## config.mk

```make
export PLATFORM = sky130hd
export DESIGN_NAME = multicycle_ex_ctrl_flat
export DESIGN_NICKNAME = d
export VERILOG_FILES = /design/src/rtl/multicycle_ex_ctrl_pkg.sv /design/src/rtl/multicycle_ex_ctrl_if.sv /design/src/rtl/multicycle_ex_ctrl_div_core.sv /design/src/rtl/multicycle_ex_ctrl.sv /design/src/flat_wrapper.sv
export SDC_FILE = /design/constraint.sdc
export NUM_CORES = 1
export LEC_CHECK = 0
export CORE_ASPECT_RATIO = 1.75
export CORE_MARGIN = 2
export CORE_UTILIZATION = 55
export CTS_CLUSTER_DIAMETER = 200
export DETAILED_ROUTE_END_ITERATION = 6
export PLACE_DENSITY = 0.8
export SLEW_MARGIN = 20
export SYNTH_ARGS = -nofsm -noshare
export SYNTH_HDL_FRONTEND = slang
export SYNTH_HIERARCHICAL = 1
export SYNTH_SLANG_ARGS = --single-unit
```

## constraint.sdc

```tcl
create_clock -name clk -period 4.6 [get_ports clk]
set_input_delay 0.92 -clock clk [delete_from_list [all_inputs] [get_ports clk]]
set_output_delay 0.92 -clock clk [all_outputs]
set_load 0.02 [all_outputs]
```

## src/rtl/multicycle_ex_ctrl_pkg.sv

```systemverilog
// rtl/multicycle_ex_ctrl_pkg.sv - unit codes, subop bits, FSM states and helpers for multicycle_ex_ctrl
// Holds the decode constants shared between the EX decoder and the
// multicycle controller, the controller state encoding and a magnitude helper.
package multicycle_ex_ctrl_pkg;

  // ex_operation[8:6] unit codes
  localparam logic [2:0] EX_UNIT_TX  = 3'b001;
  localparam logic [2:0] EX_UNIT_DIV = 3'b011;

  // Divide subop bit positions in ex_operation[5:0]
  localparam int SUBOP_SIGNED_BIT = 0;
  localparam int SUBOP_REM_BIT    = 1;

  typedef enum logic [2:0] {
    ST_IDLE    = 3'd0,
    ST_DIV_RUN = 3'd1,
    ST_DIV_FIX = 3'd2,
    ST_TX_WAIT = 3'd3,
    ST_DONE    = 3'd4
  } ex_state_t;

  // Absolute value when the operand is treated as signed; 32'h8000_0000
  // maps onto itself, which is the correct unsigned magnitude.
  function automatic logic [31:0] magnitude(input logic [31:0] v, input logic is_signed);
    return (is_signed && v[31]) ? -v : v;
  endfunction

endpackage

```

## src/rtl/multicycle_ex_ctrl_if.sv

```systemverilog
// rtl/multicycle_ex_ctrl_if.sv - EX-stage issue/result/TX bundle for multicycle_ex_ctrl
// master: pipeline side (drives issue_valid, ex_operation, op_a, op_b, rd_addr,
//         flush, tx_ready; observes stall, result*, tx_valid, tx_data)
// slave:  multicycle_ex_ctrl side (the reverse directions)
interface multicycle_ex_ctrl_if #(
  parameter int XLEN = 32
);
  logic            issue_valid;
  logic [9:0]      ex_operation;
  logic [XLEN-1:0] op_a;
  logic [XLEN-1:0] op_b;
  logic [4:0]      rd_addr;
  logic            flush;
  logic            stall;
  logic            result_valid;
  logic [XLEN-1:0] result;
  logic [4:0]      result_rd_addr;
  logic            tx_valid;
  logic [XLEN-1:0] tx_data;
  logic            tx_ready;

  modport master (
    output issue_valid, ex_operation, op_a, op_b, rd_addr, flush, tx_ready,
    input  stall, result_valid, result, result_rd_addr, tx_valid, tx_data
  );

  modport slave (
    input  issue_valid, ex_operation, op_a, op_b, rd_addr, flush, tx_ready,
    output stall, result_valid, result, result_rd_addr, tx_valid, tx_data
  );
endinterface

```

## src/rtl/multicycle_ex_ctrl_div_core.sv

```systemverilog
// rtl/multicycle_ex_ctrl_div_core.sv - iterative restoring unsigned divider datapath
// Ports: clk, rst (sync, active high), start (load operands, clear counter),
//        step_en (one restoring step), dividend, divisor, quotient, remainder,
//        done (high during the final step).
module multicycle_ex_ctrl_div_core #(
  parameter int WIDTH = 32,
  parameter int STEPS = 32
) (
  input  logic             clk,
  input  logic             rst,
  input  logic             start,
  input  logic             step_en,
  input  logic [WIDTH-1:0] dividend,
  input  logic [WIDTH-1:0] divisor,
  output logic [WIDTH-1:0] quotient,
  output logic [WIDTH-1:0] remainder,
  output logic             done
);
  localparam int CW = $clog2(STEPS);
  localparam logic [CW-1:0] LAST = CW'(STEPS - 1);

  logic [WIDTH-1:0] rem_q;
  logic [WIDTH-1:0] quo_q;   // dividend shifts out the top, quotient bits enter the bottom
  logic [WIDTH-1:0] dvs_q;
  logic [CW-1:0]    cnt_q;
  logic [WIDTH:0]   shifted;
  logic [WIDTH:0]   trial;

  // shifted < 2*divisor, so a non-negative trial always fits in WIDTH bits
  // and trial[WIDTH] is a clean borrow flag.
  always_comb begin
    shifted = {rem_q, quo_q[WIDTH-1]};
    trial   = shifted - {1'b0, dvs_q};
  end

  always_ff @(posedge clk) begin
    if (rst) begin
      rem_q <= '0;
      quo_q <= '0;
      dvs_q <= '0;
      cnt_q <= '0;
    end else if (start) begin
      rem_q <= '0;
      quo_q <= dividend;
      dvs_q <= divisor;
      cnt_q <= '0;
    end else if (step_en) begin
      if (!trial[WIDTH]) begin
        rem_q <= trial[WIDTH-1:0];
        quo_q <= {quo_q[WIDTH-2:0], 1'b1};
      end else begin
        rem_q <= shifted[WIDTH-1:0];
        quo_q <= {quo_q[WIDTH-2:0], 1'b0};
      end
      cnt_q <= cnt_q + 1'b1;
    end
  end

  assign done      = step_en && (cnt_q == LAST);
  assign quotient  = quo_q;
  assign remainder = rem_q;
endmodule

```

## src/rtl/multicycle_ex_ctrl.sv

```systemverilog
// rtl/multicycle_ex_ctrl.sv - EX-stage sequencer for multi-cycle divide and TX ops
// Ports: clk, rst (sync, active high), bus (multicycle_ex_ctrl_if.slave):
//   issue_valid/ex_operation/op_a/op_b/rd_addr in, flush in, stall out,
//   result_valid/result/result_rd_addr out, tx_valid/tx_data out, tx_ready in.
// Optional: DIV_EARLY_OUT_EN - skip the iterative divide when |op_a| < |op_b|.
module multicycle_ex_ctrl
  import multicycle_ex_ctrl_pkg::*;
#(
  parameter int XLEN      = 32,
  parameter int DIV_STEPS = 32
) (
  input logic                clk,
  input logic                rst,
  multicycle_ex_ctrl_if.slave bus
);
  ex_state_t       state_q;
  logic            signed_q, rem_sel_q, neg_a_q, neg_b_q, early_q;
  logic [XLEN-1:0] mag_a_q;

  logic [2:0]      unit;
  logic            is_div, is_tx, accept;
  logic            sgn, want_rem, a_neg, b_neg;
  logic [XLEN-1:0] abs_a, abs_b;
  logic            div_zero, overflow, early_out, core_start;
  logic [XLEN-1:0] special_res;
  logic [XLEN-1:0] core_q, core_r, q_raw, r_raw, q_fix, r_fix;
  logic            core_done;
  logic            unused_subop_bits;

  assign unused_subop_bits = ^bus.ex_operation[5:2];

  assign unit   = bus.ex_operation[8:6];
  assign is_div = (unit == EX_UNIT_DIV);
  assign is_tx  = (unit == EX_UNIT_TX);
  assign accept = (state_q == ST_IDLE) && bus.issue_valid && bus.ex_operation[9]
                  && (is_div || is_tx) && !bus.flush;

  assign sgn      = bus.ex_operation[SUBOP_SIGNED_BIT];
  assign want_rem = bus.ex_operation[SUBOP_REM_BIT];
  assign a_neg    = sgn && bus.op_a[XLEN-1];
  assign b_neg    = sgn && bus.op_b[XLEN-1];
  assign abs_a    = magnitude(bus.op_a, sgn);
  assign abs_b    = magnitude(bus.op_b, sgn);

  assign div_zero = (bus.op_b == '0);
  assign overflow = sgn && (bus.op_a == 32'h8000_0000) && (bus.op_b == 32'hFFFF_FFFF);

  // Special cases answer directly from the operands without touching the core.
  always_comb begin
    special_res = '0;
    if (div_zero) special_res = want_rem ? bus.op_a : 32'hFFFF_FFFF;
    else          special_res = want_rem ? 32'h0 : 32'h8000_0000;
  end

`ifdef DIV_EARLY_OUT_EN
  assign early_out = !div_zero && (abs_a < abs_b);
`else
  assign early_out = 1'b0;
`endif

  assign core_start = accept && is_div && !div_zero && !overflow && !early_out;

  multicycle_ex_ctrl_div_core #(
    .WIDTH (XLEN),
    .STEPS (DIV_STEPS)
  ) u_div_core (
    .clk       (clk),
    .rst       (rst),
    .start     (core_start),
    .step_en   (state_q == ST_DIV_RUN),
    .dividend  (abs_a),
    .divisor   (abs_b),
    .quotient  (core_q),
    .remainder (core_r),
    .done      (core_done)
  );

  // Early-out bypasses the core: quotient 0, remainder is the dividend magnitude.
  always_comb begin
    q_raw = early_q ? '0 : core_q;
    r_raw = early_q ? mag_a_q : core_r;
    q_fix = (signed_q && (neg_a_q ^ neg_b_q)) ? -q_raw : q_raw;
    r_fix = (signed_q && neg_a_q) ? -r_raw : r_raw;
  end

  // Combinational so the front end freezes in the very cycle the op is accepted;
  // low in DONE so the pipeline advances with result_valid.
  assign bus.stall = accept ||
                     (state_q == ST_DIV_RUN) || (state_q == ST_DIV_FIX) || (state_q == ST_TX_WAIT);

  always_ff @(posedge clk) begin
    if (rst) begin
      state_q            <= ST_IDLE;
      signed_q           <= 1'b0;
      rem_sel_q          <= 1'b0;
      neg_a_q            <= 1'b0;
      neg_b_q            <= 1'b0;
      early_q            <= 1'b0;
      mag_a_q            <= '0;
      bus.result_valid   <= 1'b0;
      bus.result         <= '0;
      bus.result_rd_addr <= '0;
      bus.tx_valid       <= 1'b0;
      bus.tx_data        <= '0;
    end else begin
      bus.result_valid <= 1'b0;
      case (state_q)
        ST_IDLE: begin
          if (accept) begin
            if (is_div) begin
              signed_q           <= sgn;
              rem_sel_q          <= want_rem;
              neg_a_q            <= a_neg;
              neg_b_q            <= b_neg;
              mag_a_q            <= abs_a;
              early_q            <= early_out;
              bus.result_rd_addr <= bus.rd_addr;
              if (div_zero || overflow) begin
                bus.result       <= special_res;
                bus.result_valid <= 1'b1;
                state_q          <= ST_DONE;
              end else if (early_out) begin
                state_q <= ST_DIV_FIX;
              end else begin
                state_q <= ST_DIV_RUN;
              end
            end else begin
              bus.tx_data  <= bus.op_b;
              bus.tx_valid <= 1'b1;
              state_q      <= ST_TX_WAIT;
            end
          end
        end
        ST_DIV_RUN: begin
          if (bus.flush)     state_q <= ST_IDLE;
          else if (core_done) state_q <= ST_DIV_FIX;
        end
        ST_DIV_FIX: begin
          if (bus.flush) begin
            state_q <= ST_IDLE;
          end else begin
            bus.result       <= rem_sel_q ? r_fix : q_fix;
            bus.result_valid <= 1'b1;
            state_q          <= ST_DONE;
          end
        end
        ST_TX_WAIT: begin
          // A handshake coinciding with flush has already been delivered.
          if (bus.flush || bus.tx_ready) begin
            bus.tx_valid <= 1'b0;
            state_q      <= ST_IDLE;
          end
        end
        ST_DONE: state_q <= ST_IDLE;
        default: state_q <= ST_IDLE;
      endcase
    end
  end
endmodule

```

## src/flat_wrapper.sv

```systemverilog
// flat-port wrapper written by rule: the top's interface ports become plain ports
module multicycle_ex_ctrl_flat import multicycle_ex_ctrl_pkg::*;
#(
  parameter int XLEN      = 32,
  parameter int DIV_STEPS = 32
)
  (clk, rst, bus_issue_valid, bus_ex_operation, bus_op_a, bus_op_b, bus_rd_addr, bus_flush, bus_tx_ready, bus_stall, bus_result_valid, bus_result, bus_result_rd_addr, bus_tx_valid, bus_tx_data);
  multicycle_ex_ctrl_if #(.XLEN(XLEN)) bus_i ();
  input logic clk;
  input logic rst;
  input wire logic [$bits(bus_i.issue_valid)-1:0] bus_issue_valid;
  input wire logic [$bits(bus_i.ex_operation)-1:0] bus_ex_operation;
  input wire logic [$bits(bus_i.op_a)-1:0] bus_op_a;
  input wire logic [$bits(bus_i.op_b)-1:0] bus_op_b;
  input wire logic [$bits(bus_i.rd_addr)-1:0] bus_rd_addr;
  input wire logic [$bits(bus_i.flush)-1:0] bus_flush;
  input wire logic [$bits(bus_i.tx_ready)-1:0] bus_tx_ready;
  output wire logic [$bits(bus_i.stall)-1:0] bus_stall;
  output wire logic [$bits(bus_i.result_valid)-1:0] bus_result_valid;
  output wire logic [$bits(bus_i.result)-1:0] bus_result;
  output wire logic [$bits(bus_i.result_rd_addr)-1:0] bus_result_rd_addr;
  output wire logic [$bits(bus_i.tx_valid)-1:0] bus_tx_valid;
  output wire logic [$bits(bus_i.tx_data)-1:0] bus_tx_data;
  assign bus_i.issue_valid = bus_issue_valid;
  assign bus_i.ex_operation = bus_ex_operation;
  assign bus_i.op_a = bus_op_a;
  assign bus_i.op_b = bus_op_b;
  assign bus_i.rd_addr = bus_rd_addr;
  assign bus_i.flush = bus_flush;
  assign bus_i.tx_ready = bus_tx_ready;
  assign bus_stall = bus_i.stall;
  assign bus_result_valid = bus_i.result_valid;
  assign bus_result = bus_i.result;
  assign bus_result_rd_addr = bus_i.result_rd_addr;
  assign bus_tx_valid = bus_i.tx_valid;
  assign bus_tx_data = bus_i.tx_data;
  multicycle_ex_ctrl #(.XLEN(XLEN), .DIV_STEPS(DIV_STEPS)) u_core (.clk(clk), .rst(rst), .bus(bus_i));
endmodule
```

==> results of run 1 <==
==> layout by cell type (no fill, tap or decap), types with 39 or more instances in the layout <==
cell               n
a211oi_1          39
a21oi_1          168
buf_4             44
clkdlybuf4s50_1  150
dfxtp_1          179
ha_1              39
inv_1             72
mux2i_1          100
nand2_1          144
nor2_1           180
o21ai_0           76
xnor2_1           73
xor2_1            63
==> worst paths after layout <==
check | start | to | slack (ns) | cells past startpoint
setup / recovery | u_core/u_div_core/quotient[31]$_SDFFE_PP0P_ | u_core/u_div_core/remainder[13]$_SDFFE_PP0P_ | 0.63 | 14
hold / removal | u_core/bus.tx_data[23]$_SDFFE_PP0P_ | u_core/bus.tx_data[23]$_SDFFE_PP0P_ | 0.45 | 2
setup reg to reg | u_core/u_div_core/quotient[31]$_SDFFE_PP0P_ | u_core/u_div_core/remainder[13]$_SDFFE_PP0P_ | 0.63 | 14
hold reg to reg | u_core/bus.tx_data[23]$_SDFFE_PP0P_ | u_core/bus.tx_data[23]$_SDFFE_PP0P_ | 0.45 | 2
==> stage by stage <==
stage	power (mW)	setup slack, ns
final	4.19	0.631
after global routing	4.35	0.490
after CTS	4.19	0.660
after detailed placement	2.71	0.292
after global placement	2.68	0.349
after floorplan	2.42	0.730
==> cells in the mapped netlist, types with 4 or more instances <==
cell and n:
nand4_1 19, a211oi_1 39, o211a_1 5, nor4_1 23, nor2b_1 9, a41oi_1 8, a21oi_1 168, o211ai_1 9
and3_1 6, xnor2_1 73, a31oi_1 18, o41ai_1 7, o21a_1 9, nand3b_1 4, or4_1 16, buf_1 6
a211o_1 6, ha_1 39, o31ai_1 15, mux2_2 4, a22oi_1 12, buf_6 7, o21ai_0 76, nand2b_1 24
o22ai_1 5, o311ai_0 5, a311oi_1 15, and2_1 10, nor3_1 37, a21o_1 16, or3_1 18, inv_1 72
xor2_1 63, dfxtp_1 179, a21boi_0 4, nand3_1 15, a221oi_1 9, nand2_1 144, nor2_1 184, or2_2 6
clkbuf_1 81, mux2i_1 100
==> final cells by class <==
type / count / area [um2] / share of cell area (%)
clock inverters: 10 / 121 / 0.808
repair buffers: 198 / 1910 / 12.7
well taps: 300 / 375 / 2.50
multi-input cells: 1268 / 8290 / 55.2
clock buffers: 22 / 474 / 3.16
flip-flops and latches: 179 / 3580 / 23.9
inverters: 72 / 270 / 1.80
==> sequential cells by signal, summed over array words and instances, names as in the netlist <==
name,cells
u_core/bus.result,32
u_core/bus.result_rd_addr,5
u_core/bus.result_valid,1
u_core/bus.tx_data,32
u_core/bus.tx_valid,1
u_core/neg_a_q,1
u_core/neg_b_q,1
u_core/rem_sel_q,1
u_core/signed_q,1
u_core/state_q,3
u_core/u_div_core/cnt_q,5
u_core/u_div_core/dvs_q,32
u_core/u_div_core/quotient,32
u_core/u_div_core/remainder,32
==> per-layer routing <==
metal  GRT usage, %  vias up
met5              0        -
li1               -     6060
met2           61.6      528
met1           32.5     6043
met3           5.98      172
met4           24.9        0
==> power groups by stage <==
stage | logic [mW] | registers [mW] | clock network (mW)
finish | 1.09 | 1.61 | 1.50
global route | 1.17 | 1.61 | 1.57
CTS | 1.07 | 1.61 | 1.52
detailed placement | 1.06 | 1.64 | 0
global placement | 1.04 | 1.64 | 0
floorplan | 0.788 | 1.64 | 0
==> cells by family (layout without fill, tap and decap cells) <==
logic type	after synthesis	count (layout)	synth area share (%)
fa+ha+maj	40	40	4.05
buf+inv	170	302	5.57
compound gates	456	456	23.7
xor+xnor	137	137	9.72
mux	104	104	8.34
flops	179	179	28.6
simple gates	531	531	20.0
==> worst min-delay path, delay by kind of cell, from the launching register on <==
family | cells | cell delay [ns]
AOI/OAI and AO/OA | 1 | 0.05
and+or+nand+nor | 1 | 0.05
DFF | 1 | 0.31
==> summary.md, run 1 <==
| Metric | Value |
|---|---|
| Outcome | complete, no violations |
| Vias per std cell | 6.25 |
| I/O Buffers | 151 |
| Drt first pass iters | 6 |
| Dpl cells | 2017 |
| Top post-synthesis cells by area | dfxtp_1 29%, mux2i_1 8.0%, a21oi_1 6.7% |
| Die Area | 24100 um2 |
| Die X | 118 um |
| Total Wirelength | 40800 um |
| Sequential cell area fraction in the yosys report | 28.6% |
| Post-route cell area | 15000 um2 |
| Gate power share | 26.0% |
| Synth cell types | 78 |
| Setup Crit Path Kind | register to register |
| Ys flop type | dfxtp_1 |
| Slowest stage delay, CP | 0.46 ns |
| CTS sink cnt | 179 |
| Dpl hpwl | 30500 um |
| Core area | 22600 um2 |
| Starting Density | 55.6% |
| Critical path capture point type | register |
| Max Cap Viol | 0 |
| Vias | 12800 |
| Post-synth top area share | 28.6% |
| Num rows | 73 |
| Buf+Inv Stages, Crit Path | 2 |
| WL met2 | 21200 um |
| Measured slew at the worst slew-check pin | 1.04 ns |
| Worst IR Drop VDD | 0.000258 V |
| N_diodes | 0 |
| Max stage delay cell, worst path | buf_4 |
| Hold-fix buffers, CTS | 0 |
| CP required | 4.89 ns |
| Critical path fanouts, max | 35 |
| Layout Skew | 0.0121 ns |
| Vias in the first global route | 12400 |
| Final net count | 1860 |
| EDFF count, synth | 0 |
| Post-Syn Area per Cell | 7.75 um2 |
| DR iter-0 viols | 1182 |
| CP arrival | 4.25 ns |
| Worst Setup Start Kind | register |
| Chip height | 204 um |
| I/O Pins | 156 |
| Clk Latency, worst-skew pair | 0.45 ns |
| Cell Chain, Critical Path | inv_1 -> ha_1 -> fa_1 -> and2b_1 -> o2111ai_1 -> a21boi_2 -> o211ai_1 -> a31o_2 -> o31ai_4 -> a31oi_4 -> xnor2_4 -> buf_4 -> mux2i_1 -> a21oi_1 |
| Residual DRC count | 0 |
| Post-synthesis net count | 1741 |
| Flops & latches, synth | 179 |
| GRT Util Overall | 33.2% |
| Placed Area | 14400 um2 |
| Synthesized area | 12500 um2 |
| Postcts setup bufs | 0 |
| Min-delay worst type | register to register |
| Reg clk slew, reported paths | 0.07 ns |
| Final hold vios | 0 |
| Cell-internal power | 2.90 mW |
| Initial antenna violation count | 1 |
| DR top layer | met4 |
| Max-slew headroom | 30.0% |
| RSZ-0062 raised after global routing | false |
| Final Instance Count excl. Fillers | 2049 |
| GRT Residual Overflow | 0 |
| Synth Warn # | 6 |
| Root Driver | clkbuf_16 |
| Met3 routed WL | 2230 um |
| Met1 Wirelength | 14200 um |
| Drt wl/cell | 19.9 um |
| Seq pwr share | 38.4% |
| Filler cell count | 1923 |
| CTS tree | built |
| Area grow syn2layout | 19.9% |
| Leakage power | 5.52 nW |
| Total CTS buffers | 17 |
| Largest net degree at the start of global routing | 83 |
| Final core occ | 66.6% |
| NetSw | 1.29 mW |
| Min Tclk post-route | 3.97 ns |
| Fmax | 252 MHz |
| Post-synthesis async set-or-reset flop share | 0% |
| Clock Power Share | 35.7% |
| # setup viols final | 0 |
| First-pass GRT wire length | 63800 um |
| Fin. max-slew vios | 0 |
| DRT antenna net count | 0 |
| Setup TNS | 0 ns |
| Layout cells sized above 1 | 6.63% |
| Net Sw Frac | 30.8% |
| Synth area leader | dfxtp_1 |
| H-tree depth | 4 |
| Top Family by Delay on Critical Path | compound AO/OA/AOI/OAI gates |
| Final Wtd Congestion | 1.08 |
| Syn Inst Count | 1617 |
| Power Dens Cells | 279 nW/um2 |
| Resized cells post-CTS | 0 |
| Final Cycle Share | 86.3% |
| WHS | 0.454 ns |
| Max Root-Sink Buffers | 2 |
(Power assumes the default switching activity.)
==> inputs of run 2 (changes only) <==
--- a/config.mk
+++ b/config.mk
@@ -11,6 +11,7 @@
 export CTS_CLUSTER_DIAMETER = 200
 export DETAILED_ROUTE_END_ITERATION = 6
 export PLACE_DENSITY = 0.8
+export SKIP_CTS_REPAIR_TIMING = 1
 export SLEW_MARGIN = 20
 export SYNTH_ARGS = -nofsm -noshare
 export SYNTH_HDL_FRONTEND = slang
==> results of run 2 <==
Final layout, timing and power as in run 1 (identical DEF).
